**config.mk**
```make
export PLATFORM = sky130hd
export DESIGN_NAME = caliptra_apb_initiator
export DESIGN_NICKNAME = d
export VERILOG_FILES = /design/src/rtl/caliptra_apb_initiator_pkg.sv /design/src/rtl/caliptra_apb_cmd_fifo.sv /design/src/rtl/caliptra_apb_initiator.sv
export SDC_FILE = /design/constraint.sdc
export NUM_CORES = 1
export LEC_CHECK = 0
export ABC_AREA = 1
export CORE_AREA = 2 2 202 204
export DETAILED_ROUTE_END_ITERATION = 8
export DIE_AREA = 0 0 204 206
export GPL_TIMING_DRIVEN = 1
export PLACE_DENSITY = 0.88
export SYNTH_ARGS = -nofsm -noshare
export SYNTH_HDL_FRONTEND = slang
export SYNTH_HIERARCHICAL = 1
export SYNTH_SLANG_ARGS = --single-unit
```
**constraint.sdc**
```tcl
create_clock -name clk -period 7.83 [get_ports clk]
set_input_delay 1.9575 -clock clk [delete_from_list [all_inputs] [get_ports clk]]
set_output_delay 1.9575 -clock clk [all_outputs]
set_load 0.02 [all_outputs]
```
**src/rtl/caliptra_apb_initiator_pkg.sv**
```systemverilog
// Shared types for the Caliptra APB initiator.
//   apb_init_state_e : transfer sequencer states.
//   apb_cmd_t        : one queued APB command (direction, address, write data, PAUSER).
// Field widths follow the Caliptra SoC APB port (32-bit address, data and user).
package caliptra_apb_initiator_pkg;

  localparam int unsigned APB_ADDR_W = 32;
  localparam int unsigned APB_DATA_W = 32;
  localparam int unsigned APB_USER_W = 32;

  typedef enum logic [1:0] {
    IDLE   = 2'd0,
    SETUP  = 2'd1,
    ACCESS = 2'd2,
    RESP   = 2'd3
  } apb_init_state_e;

  typedef struct packed {
    logic                  write;
    logic [APB_ADDR_W-1:0] addr;
    logic [APB_DATA_W-1:0] wdata;
    logic [APB_USER_W-1:0] user;
  } apb_cmd_t;

endpackage

```
**src/rtl/caliptra_apb_cmd_fifo.sv**
```systemverilog
// Synchronous command FIFO.
//   clk_i, rst_ni      : clock, asynchronous active-low reset (pointers/count only).
//   push_i, wdata_i    : write an entry; ignored while full.
//   pop_i, rdata_o     : drop the head entry; ignored while empty. rdata_o shows the head.
//   full_o, empty_o    : occupancy flags.
//   count_o            : number of stored entries.
// DEPTH must be a power of two (>= 2) so the pointers wrap naturally.
module caliptra_apb_cmd_fifo
  import caliptra_apb_initiator_pkg::*;
#(
  parameter type         T     = apb_cmd_t,
  parameter int unsigned DEPTH = 4,
  localparam int unsigned PTR_W = $clog2(DEPTH),
  localparam int unsigned CNT_W = $clog2(DEPTH + 1)
) (
  input  logic             clk_i,
  input  logic             rst_ni,
  input  logic             push_i,
  input  T                 wdata_i,
  input  logic             pop_i,
  output T                 rdata_o,
  output logic             full_o,
  output logic             empty_o,
  output logic [CNT_W-1:0] count_o
);

  T                 mem_q [DEPTH];
  logic [PTR_W-1:0] wptr_q, wptr_d;
  logic [PTR_W-1:0] rptr_q, rptr_d;
  logic [CNT_W-1:0] cnt_q, cnt_d;
  logic             do_push, do_pop;

  assign full_o  = (cnt_q == CNT_W'(DEPTH));
  assign empty_o = (cnt_q == '0);
  assign count_o = cnt_q;
  assign rdata_o = mem_q[rptr_q];

  assign do_push = push_i && !full_o;
  assign do_pop  = pop_i && !empty_o;

  always_comb begin
    wptr_d = wptr_q;
    rptr_d = rptr_q;
    cnt_d  = cnt_q;
    if (do_push) wptr_d = wptr_q + 1'b1;
    if (do_pop)  rptr_d = rptr_q + 1'b1;
    if (do_push && !do_pop)      cnt_d = cnt_q + 1'b1;
    else if (do_pop && !do_push) cnt_d = cnt_q - 1'b1;
  end

  always_ff @(posedge clk_i or negedge rst_ni) begin
    if (!rst_ni) begin
      wptr_q <= '0;
      rptr_q <= '0;
      cnt_q  <= '0;
    end else begin
      wptr_q <= wptr_d;
      rptr_q <= rptr_d;
      cnt_q  <= cnt_d;
    end
  end

  // Storage carries no reset; occupancy is tracked by the pointers alone.
  always_ff @(posedge clk_i) begin
    if (do_push) mem_q[wptr_q] <= wdata_i;
  end

endmodule

```
**src/rtl/caliptra_apb_initiator.sv**
```systemverilog
// APB requester driving the Caliptra SoC-facing APB slave port.
//   clk, cptra_rst_b           : clock, asynchronous active-low reset.
//   cmd_*                      : queued command input (valid/ready).
//   rsp_*                      : one response per transfer (valid/ready); rdata is 0 for
//                                writes and timeouts, err covers PSLVERR and timeout.
//   busy                       : commands queued or a transfer/response in flight.
//   paddr..pauser, pready..    : APB requester signals; pprot is always 0.
// One transfer is outstanding at a time: IDLE -> SETUP -> ACCESS -> RESP -> IDLE.
module caliptra_apb_initiator
  import caliptra_apb_initiator_pkg::*;
#(
  parameter int unsigned ADDR_W         = APB_ADDR_W,
  parameter int unsigned DATA_W         = APB_DATA_W,
  parameter int unsigned USER_W         = APB_USER_W,
  parameter int unsigned CMD_DEPTH      = 4,
  parameter int unsigned TIMEOUT_CYCLES = 256
) (
  input  logic              clk,
  input  logic              cptra_rst_b,
  input  logic              cmd_valid,
  output logic              cmd_ready,
  input  logic              cmd_write,
  input  logic [ADDR_W-1:0] cmd_addr,
  input  logic [DATA_W-1:0] cmd_wdata,
  input  logic [USER_W-1:0] cmd_user,
  output logic              rsp_valid,
  input  logic              rsp_ready,
  output logic [DATA_W-1:0] rsp_rdata,
  output logic              rsp_err,
  output logic              rsp_timeout,
  output logic              busy,
  output logic [ADDR_W-1:0] paddr,
  output logic [2:0]        pprot,
  output logic              psel,
  output logic              penable,
  output logic              pwrite,
  output logic [DATA_W-1:0] pwdata,
  output logic [USER_W-1:0] pauser,
  input  logic              pready,
  input  logic [DATA_W-1:0] prdata,
  input  logic              pslverr
);

  localparam int unsigned CNT_W = $clog2(CMD_DEPTH + 1);
  localparam int unsigned TMO_W = (TIMEOUT_CYCLES > 1) ? $clog2(TIMEOUT_CYCLES) : 1;
  localparam logic [TMO_W-1:0] TMO_LAST = TMO_W'(TIMEOUT_CYCLES - 1);

  // Same layout as apb_cmd_t, sized by this instance's parameters.
  typedef struct packed {
    logic              write;
    logic [ADDR_W-1:0] addr;
    logic [DATA_W-1:0] wdata;
    logic [USER_W-1:0] user;
  } cmd_t;

  cmd_t             cmd_in, cmd_head;
  logic             fifo_full, fifo_empty, fifo_pop;
  logic [CNT_W-1:0] fifo_cnt;

  apb_init_state_e   state_q, state_d;
  logic [TMO_W-1:0]  tmo_q, tmo_d;
  logic [ADDR_W-1:0] paddr_q, paddr_d;
  logic              pwrite_q, pwrite_d;
  logic [DATA_W-1:0] pwdata_q, pwdata_d;
  logic [USER_W-1:0] pauser_q, pauser_d;
  logic [DATA_W-1:0] rdata_q, rdata_d;
  logic              err_q, err_d;
  logic              tout_q, tout_d;

  assign cmd_in = '{write: cmd_write, addr: cmd_addr, wdata: cmd_wdata, user: cmd_user};

  caliptra_apb_cmd_fifo #(
    .T     (cmd_t),
    .DEPTH (CMD_DEPTH)
  ) u_cmd_fifo (
    .clk_i   (clk),
    .rst_ni  (cptra_rst_b),
    .push_i  (cmd_valid && !fifo_full),
    .wdata_i (cmd_in),
    .pop_i   (fifo_pop),
    .rdata_o (cmd_head),
    .full_o  (fifo_full),
    .empty_o (fifo_empty),
    .count_o (fifo_cnt)
  );

  always_comb begin
    state_d  = state_q;
    tmo_d    = tmo_q;
    paddr_d  = paddr_q;
    pwrite_d = pwrite_q;
    pwdata_d = pwdata_q;
    pauser_d = pauser_q;
    rdata_d  = rdata_q;
    err_d    = err_q;
    tout_d   = tout_q;
    fifo_pop = 1'b0;
    unique case (state_q)
      IDLE: begin
        if (!fifo_empty) begin
          fifo_pop = 1'b1;
          paddr_d  = cmd_head.addr;
          pwrite_d = cmd_head.write;
          pwdata_d = cmd_head.wdata;
          pauser_d = cmd_head.user;
          state_d  = SETUP;
        end
      end
      SETUP: state_d = ACCESS;
      ACCESS: begin
        // PREADY wins over a timeout that would fire in the same cycle.
        if (pready) begin
          rdata_d = pwrite_q ? '0 : prdata;
          err_d   = pslverr;
          tout_d  = 1'b0;
          state_d = RESP;
        end else if (tmo_q == TMO_LAST) begin
          rdata_d = '0;
          err_d   = 1'b1;
          tout_d  = 1'b1;
          state_d = RESP;
        end else begin
          tmo_d = tmo_q + 1'b1;
        end
      end
      RESP: begin
        if (rsp_ready) begin
          tmo_d   = '0;
          state_d = IDLE;
        end
      end
      default: state_d = IDLE;
    endcase
  end

  always_ff @(posedge clk or negedge cptra_rst_b) begin
    if (!cptra_rst_b) begin
      state_q  <= IDLE;
      tmo_q    <= '0;
      paddr_q  <= '0;
      pwrite_q <= 1'b0;
      pwdata_q <= '0;
      pauser_q <= '0;
      rdata_q  <= '0;
      err_q    <= 1'b0;
      tout_q   <= 1'b0;
    end else begin
      state_q  <= state_d;
      tmo_q    <= tmo_d;
      paddr_q  <= paddr_d;
      pwrite_q <= pwrite_d;
      pwdata_q <= pwdata_d;
      pauser_q <= pauser_d;
      rdata_q  <= rdata_d;
      err_q    <= err_d;
      tout_q   <= tout_d;
    end
  end

  // PSEL/PENABLE decode straight from the state register so reset drops them at once.
  assign psel        = (state_q == SETUP) || (state_q == ACCESS);
  assign penable     = (state_q == ACCESS);
  assign rsp_valid   = (state_q == RESP);
  assign cmd_ready   = !fifo_full;
  assign busy        = (fifo_cnt != '0) || (state_q != IDLE);
  assign paddr       = paddr_q;
  assign pwrite      = pwrite_q;
  assign pwdata      = pwdata_q;
  assign pauser      = pauser_q;
  assign pprot       = 3'b000;
  assign rsp_rdata   = rdata_q;
  assign rsp_err     = err_q;
  assign rsp_timeout = tout_q;

endmodule

```
==> metrics, run 1 <==
Max Root-Sink Buffers=3; die height=~210 microns; Die W=204 microns; DR iter-0 viols=1429; WL/cell=18.4 microns; total track usage=0.234; Post-Syn Area per Cell=11.9 sq um; Hold-fix buffers, CTS=0; Fillers=around 2.8k; leak pwr=between 0.01 and 0.015 uW; Pwr Density=403 mW/mm^2; YS warnings=6; max_slew headroom=0.214; DR vias/cell=5.38; sequential area share after synthesis=0.696; CP Max Fanout=54; most numerous cell in the Yosys netlist=nand2_1; Hold Path Class=reg -> reg; clk_lat worst skew=0.60 ns; Ports=274; Clock transition at path regs=0.06 ns; Distinct cells, synth=32; gr ovfl total=0; WP data required=8.06 ns; first-pass GRT wire length=roughly 76000 microns; maximum VDD drop=0.371 mV; utilization after layout=0.666; post-DP HPWL=roughly 29000 microns; Root Driver=clkbuf_16; H-tree depth=2; initial antenna violation count=1; DIE AREA=0.0420 sq mm; CTS Buf Count=52; skew final=0.0209 ns; Post-synth EDFFs=roughly 390; CTS resizes=0; RSZ-0062 raised after global routing=no; Setup CP Type=in -> reg; Final min period=4.28 ns; vias in the first global route=roughly 15k; WL final=49000 microns; top cell type by total area after synthesis=edfxtp_1; setup TNS=0 ns; row cnt=74; synth cell count leaders=nand2_1, edfxtp_1, inv_1; Worst Reg-to-Reg Cells=8; CTS tree=yes; ys async rst share=0.276; DRC errors left=0; Post-CTS Setup Inserts=0; critical path startpoint=cmd_valid; Design Power=10800 uW; drt pass-1 iters=6; largest net degree at the start of global routing=231; top_reg_cell synth=edfxtp_1; share of cells above drive strength 1=0.104; critical path endpoint category=flip-flop; synth top area cells=edfxtp_1, dfrtp_1, nand2_1; Reg2Reg Setup Slack=~4.7 ns; nets@finish=2239; final antenna-violating net count=0; CTS sink count=536; reg2reg start=u_cmd_fifo/count_o[0]; Layout area overhead=21.4%; Initial Util=0.549; outcome=completed; worst setup path endpoint=u_cmd_fifo/mem_q[1][28]; reg-to-reg endpoint=u_cmd_fifo/mem_q[1][28]; via count=14.4k; final-report setup violation count=0; Synth Instances=roughly 1.9k; max_cap viols=0; PortBufs=270; Startpoint Class=input port; Worst Path Arrival=4.51 ns; FF+latch count, synth=between 500 and 600; Achievable Freq=234 MHz; fin. max-slew vios=0; final hold violations=0; core area=~0.04 sq mm; top cell type's share of synthesized area=0.528; GP Congestion=0.811; final clock period utilization by the worst path=0.547; mapped cell area=0.0221 sq mm; measured slew at the worst slew-check pin=1.18 ns
per-stage QoR:
step           area, sq um  worst slack (ns)  hold slack (ns)  std cells
2_1_floorplan        22100             0.942            0.469       1856
5_1_grt              26800              3.42            0.488       2669
4_1_cts              26800              3.56            0.474       2668
3_5_place_dp         25000              2.92            0.461       2571
3_3_place_gp         25000              2.99            0.453       2571
6_report             26800              3.55            0.472       2671
how the worst min path moves through the flow:
stage                       to       start  slack [ns]  cells past startpoint
global placement    pwdata[25]  pwdata[25]        0.45                      2
CTS                 pwdata[27]  pwdata[27]        0.47                      2
global route         paddr[30]   paddr[30]        0.49                      2
finish               paddr[15]   paddr[15]        0.47                      2
floorplan           state_q[0]  state_q[0]        0.47                      2
detailed placement    paddr[8]    paddr[8]        0.46                      2
worst max-delay path, cell delays in order:
cell and delay (ns):
clkdlybuf4s50_1 0.45, inv_1 0.04, nor2_1 0.16, nand2_1 0.32
nor2_4 0.17, buf_4 0.68, buf_4 0.70
cells in the final DEF (no fill, tap or decap), types with 13 or more instances in the layout:
master | synthesis | routed
nand3_1 | 69 | 69
clkdlybuf4s50_1 | 0 | 269
dfrtp_1 | 148 | 147
inv_1 | 222 | 222
clkbuf_16 | 0 | 55
edfxtp_1 | 388 | 388
nand2_1 | 663 | 663
o211ai_2 | 99 | 99
nor2_1 | 19 | 14
o211ai_1 | 95 | 95
buf_4 | 7 | 13
state kept, by name, summed over array words and instances (netlist names):
name and flops:
state_q 2, rsp_err 1, tmo_q 8, pwrite 1, rsp_timeout 1, rsp_rdata 32, u_cmd_fifo/mem_q 388, u_cmd_fifo/count_o 3
u_cmd_fifo/wptr_q 2, pwdata 32, pauser 32, u_cmd_fifo/rptr_q 2, paddr 32
metal layers:
| metal | share of wire | global-route usage | vias to the layer above |
|---|---|---|---|
| li1 | - | - | 6686 |
| met1 | 0.40 | 0.300 | 6980 |
| met2 | 0.49 | 0.392 | 594 |
| met3 | 0.075 | 0.0446 | 105 |
| met4 | 0.034 | 0.104 | 0 |
| met5 | 0 | 0 | - |
cells by family (layout without fill, tap and decap cells):
family | Yosys count | after routing | synth area share
fa+ha+maj | 11 | 11 | 0.00658
xor+xnor | 1 | 1 | 0.000397
other cells | 1 | 6 | 0.000170
compound gates | 208 | 208 | 0.0919
buf+inv | 326 | 606 | 0.0647
simple gates | 771 | 771 | 0.140
flops | 536 | 536 | 0.696
layout make-up:
| cell class | instances | area [sq um] | area share |
|---|---|---|---|
| antenna | 3 | 7.51 | 0.000280 |
| clock buffer | 64 | 1450 | 0.0542 |
| clock inverter | 33 | 287 | 0.0107 |
| inverter | 225 | 860 | 0.0321 |
| multi-input combinational | 994 | 5320 | 0.199 |
| sequential | 536 | 15400 | 0.574 |
| tap | 532 | 666 | 0.0249 |
| timing repair buffer | 284 | 2820 | 0.105 |
where the power goes:
group	switching [uW]	internal [uW]
registers	386	3890
logic	2580	1440
clock network	1050	1450
total	4010	6770
Power figures use the tool's default switching activity.
==> inputs of run 2 (changes only) <==
Settings changed: CORE_AREA 2 2 202 204 to 2 2 214 216, DIE_AREA 0 0 204 206 to 0 0 216 218, PLACE_DENSITY 0.88 to 0.83.
Clock period 7.83 ns to 3.8 ns, I/O delays scaled along.
==> run 2 against run 1 <==
Net effect: hold slack worse by 0.064 ns; clock power up 120%; final area up 1.5%; core utilization decreased by 6.1 points; clock skew down 0.0042 ns; sequential cell count stayed put; sequential power up 110%; critical path type is now reg -> out; critical endpoint is now penable; largest power group unchanged.
==> metrics, run 2 (synthesized netlist as in run 1, its figures left out) <==
outcome=completed (unchanged); Hold-fix buffers, CTS=0 (unchanged); Root Driver=clkbuf_16 (unchanged); H-tree depth=2 (unchanged); post-route setup slack=0.617 ns (was 3.55 ns); initial antenna violation count=3 (was 1); Layout area overhead=23.1% (was 21.4%); Setup CP Type=reg -> out (was in -> reg); commonest non-fill, non-tap cells in the layout=nand2_1, edfxtp_1, clkdlybuf4s50_1 (unchanged); skew final=0.0168 ns (was 0.0209 ns); first-pass GRT wire length=74700 microns (was 76000 microns); clk_lat worst skew=0.59 ns (was 0.60 ns); Top reg by flops=u_cmd_fifo/mem_q (unchanged); drt pass-1 iters=5 (was 6); critical path endpoint category=output pin (was flip-flop); gr ovfl total=0 (unchanged); maximum VDD drop=0.515 mV (was 0.371 mV); P_int=14400 uW (was 6770 uW); leak pwr=0.0114 uW (was 0.0113 uW); WP data required=2.85 ns (was 8.06 ns); max reg flops=388 (unchanged); measured slew at the worst slew-check pin=1.05 ns (was 1.18 ns); CTS resizes=0 (unchanged); vias in the first global route=14.2k (was 14.6k); final clock period utilization by the worst path=0.838; Comb pwr share=0.369 (was 0.372); Die W=216 microns (was 204 microns); largest net degree at the start of global routing=122 (was 231); total track usage=0.201 (was 0.234); sw power=8270 uW (was 4010 uW); Achievable Freq=314 MHz; Sequential Power Share=0.387 (was 0.396); max_slew headroom=0.302 (was 0.214); GP Congestion=0.893 (was 0.811); Clock power frac=0.245 (was 0.232); WL/cell=17.4 microns (was 18.4 microns); Startpoint Class=flip-flop (was input port); Pwr Density=834 mW/mm^2 (was 403 mW/mm^2); fin. max-slew vios=0 (unchanged); share of cells above drive strength 1=0.112 (was 0.104); Initial Util=0.491 (was 0.549); worst hold margin=0.408 ns (was 0.472 ns); PortBufs=270 (unchanged); Ports=274 (unchanged); die height=218 microns (was 206 microns); WL final=47700 microns (was 49000 microns); nets@finish=2246 (was 2239); CP Max Fanout=10 (was 54); post-DP HPWL=29100 microns (was 29000 microns); DR vias/cell=5.16 (was 5.38); via count=14.2k (was 14.4k); CTS sink count=536 (unchanged); Switching Fraction=0.365 (was 0.372); worst slack, placed=0.662 ns (was 2.92 ns); most common cell after layout, fill and taps aside=nand2_1 (unchanged); CTS Buf Count=52 (unchanged); core area=0.0449 sq mm (was 0.0402 sq mm); DR iter-0 viols=989 (was 1429); final antenna-violating net count=0 (unchanged); max_cap viols=0 (unchanged); setup TNS=0 ns (unchanged); Post-CTS Setup Inserts=0 (unchanged); Fillers=3330 (was 2796); CTS tree=yes (unchanged); DIE AREA=0.0471 sq mm (was 0.0420 sq mm); Hold Path Class=in -> async (was reg -> reg); final-report setup violation count=0 (unchanged); row cnt=78 (was 74); Clock transition at path regs=0.06 ns (about the same); RSZ-0062 raised after global routing=no (unchanged); DRC errors left=0 (unchanged); Final min period=3.18 ns; final hold violations=0 (unchanged); Worst Path Arrival=2.23 ns (was 4.51 ns); Max Root-Sink Buffers=3 (unchanged)
-- run 2: cell types whose count changed in the layout (fill, tap and decap cells not counted), sizes merged --
cell,delta
diode,-2
clkinvlp,+2
buf,+7
clkbuf,+1
inv,+1
bufinv,+5
clkinv,-9
-- run 2: layout make-up --
class	instances	area (sq um)	area share
sequential	536	15400	0.565
clock buffer	65	1450	0.0534
clock inverter	32	433	0.0159
timing repair buffer	291	2990	0.110
tap	600	751	0.0276
antenna	1	2.50	0.0000921
multi-input combinational	994	5320	0.196
inverter	225	860	0.0316
-- run 2: power by group through the flow --
stage	clock network, uW	logic [uW]	registers [uW]
floorplan	0	4670	9560
global placement	0	8130	8780
detailed placement	0	8390	8860
CTS	5650	8450	8760
global route	5880	9190	8900
finish	5540	8350	8760
-- run 2: path summary, 6_finish.rpt --
path	from	to	slack [ns]	cells after the start
max	state_q[0]	penable	0.62	3
min	cptra_rst_b	rsp_rdata[29]	0.41	1
max reg2reg	u_cmd_fifo/count_o[0]	u_cmd_fifo/count_o[2]	1.28	13
min reg2reg	pwdata[26]	pwdata[26]	0.47	2
max in group asynchronous	cptra_rst_b	rsp_rdata[28]	2.53	2
min in group clk	pwdata[26]	pwdata[26]	0.47	2
-- run 2: routing by layer --
metal  track usage  vias to the layer above  share of wire
met5             0                        -        0.00069
met2         0.345                      450           0.49
met3        0.0409                       81          0.062
li1              -                     6705              -
met4        0.0642                        4          0.026
met1         0.258                     6927           0.42
-- run 2: stage by stage --
step | cells | util | area (sq um) | power, uW
finish | 2744 | 0.605 | 27200 | 22600
global route | 2743 | 0.605 | 27200 | 24000
CTS | 2743 | 0.605 | 27200 | 22900
detailed placement | 2646 | 0.563 | 25300 | 17200
global placement | 2646 | 0.563 | 25300 | 16900
floorplan | 1856 | - | 22100 | 14200
-- run 2: critical path, cell delays in order, from the launching register on --
cell             delay (ns)
dfrtp_1                0.41
inv_1                  0.11
ha_1                   0.45
clkdlybuf4s50_1        0.69
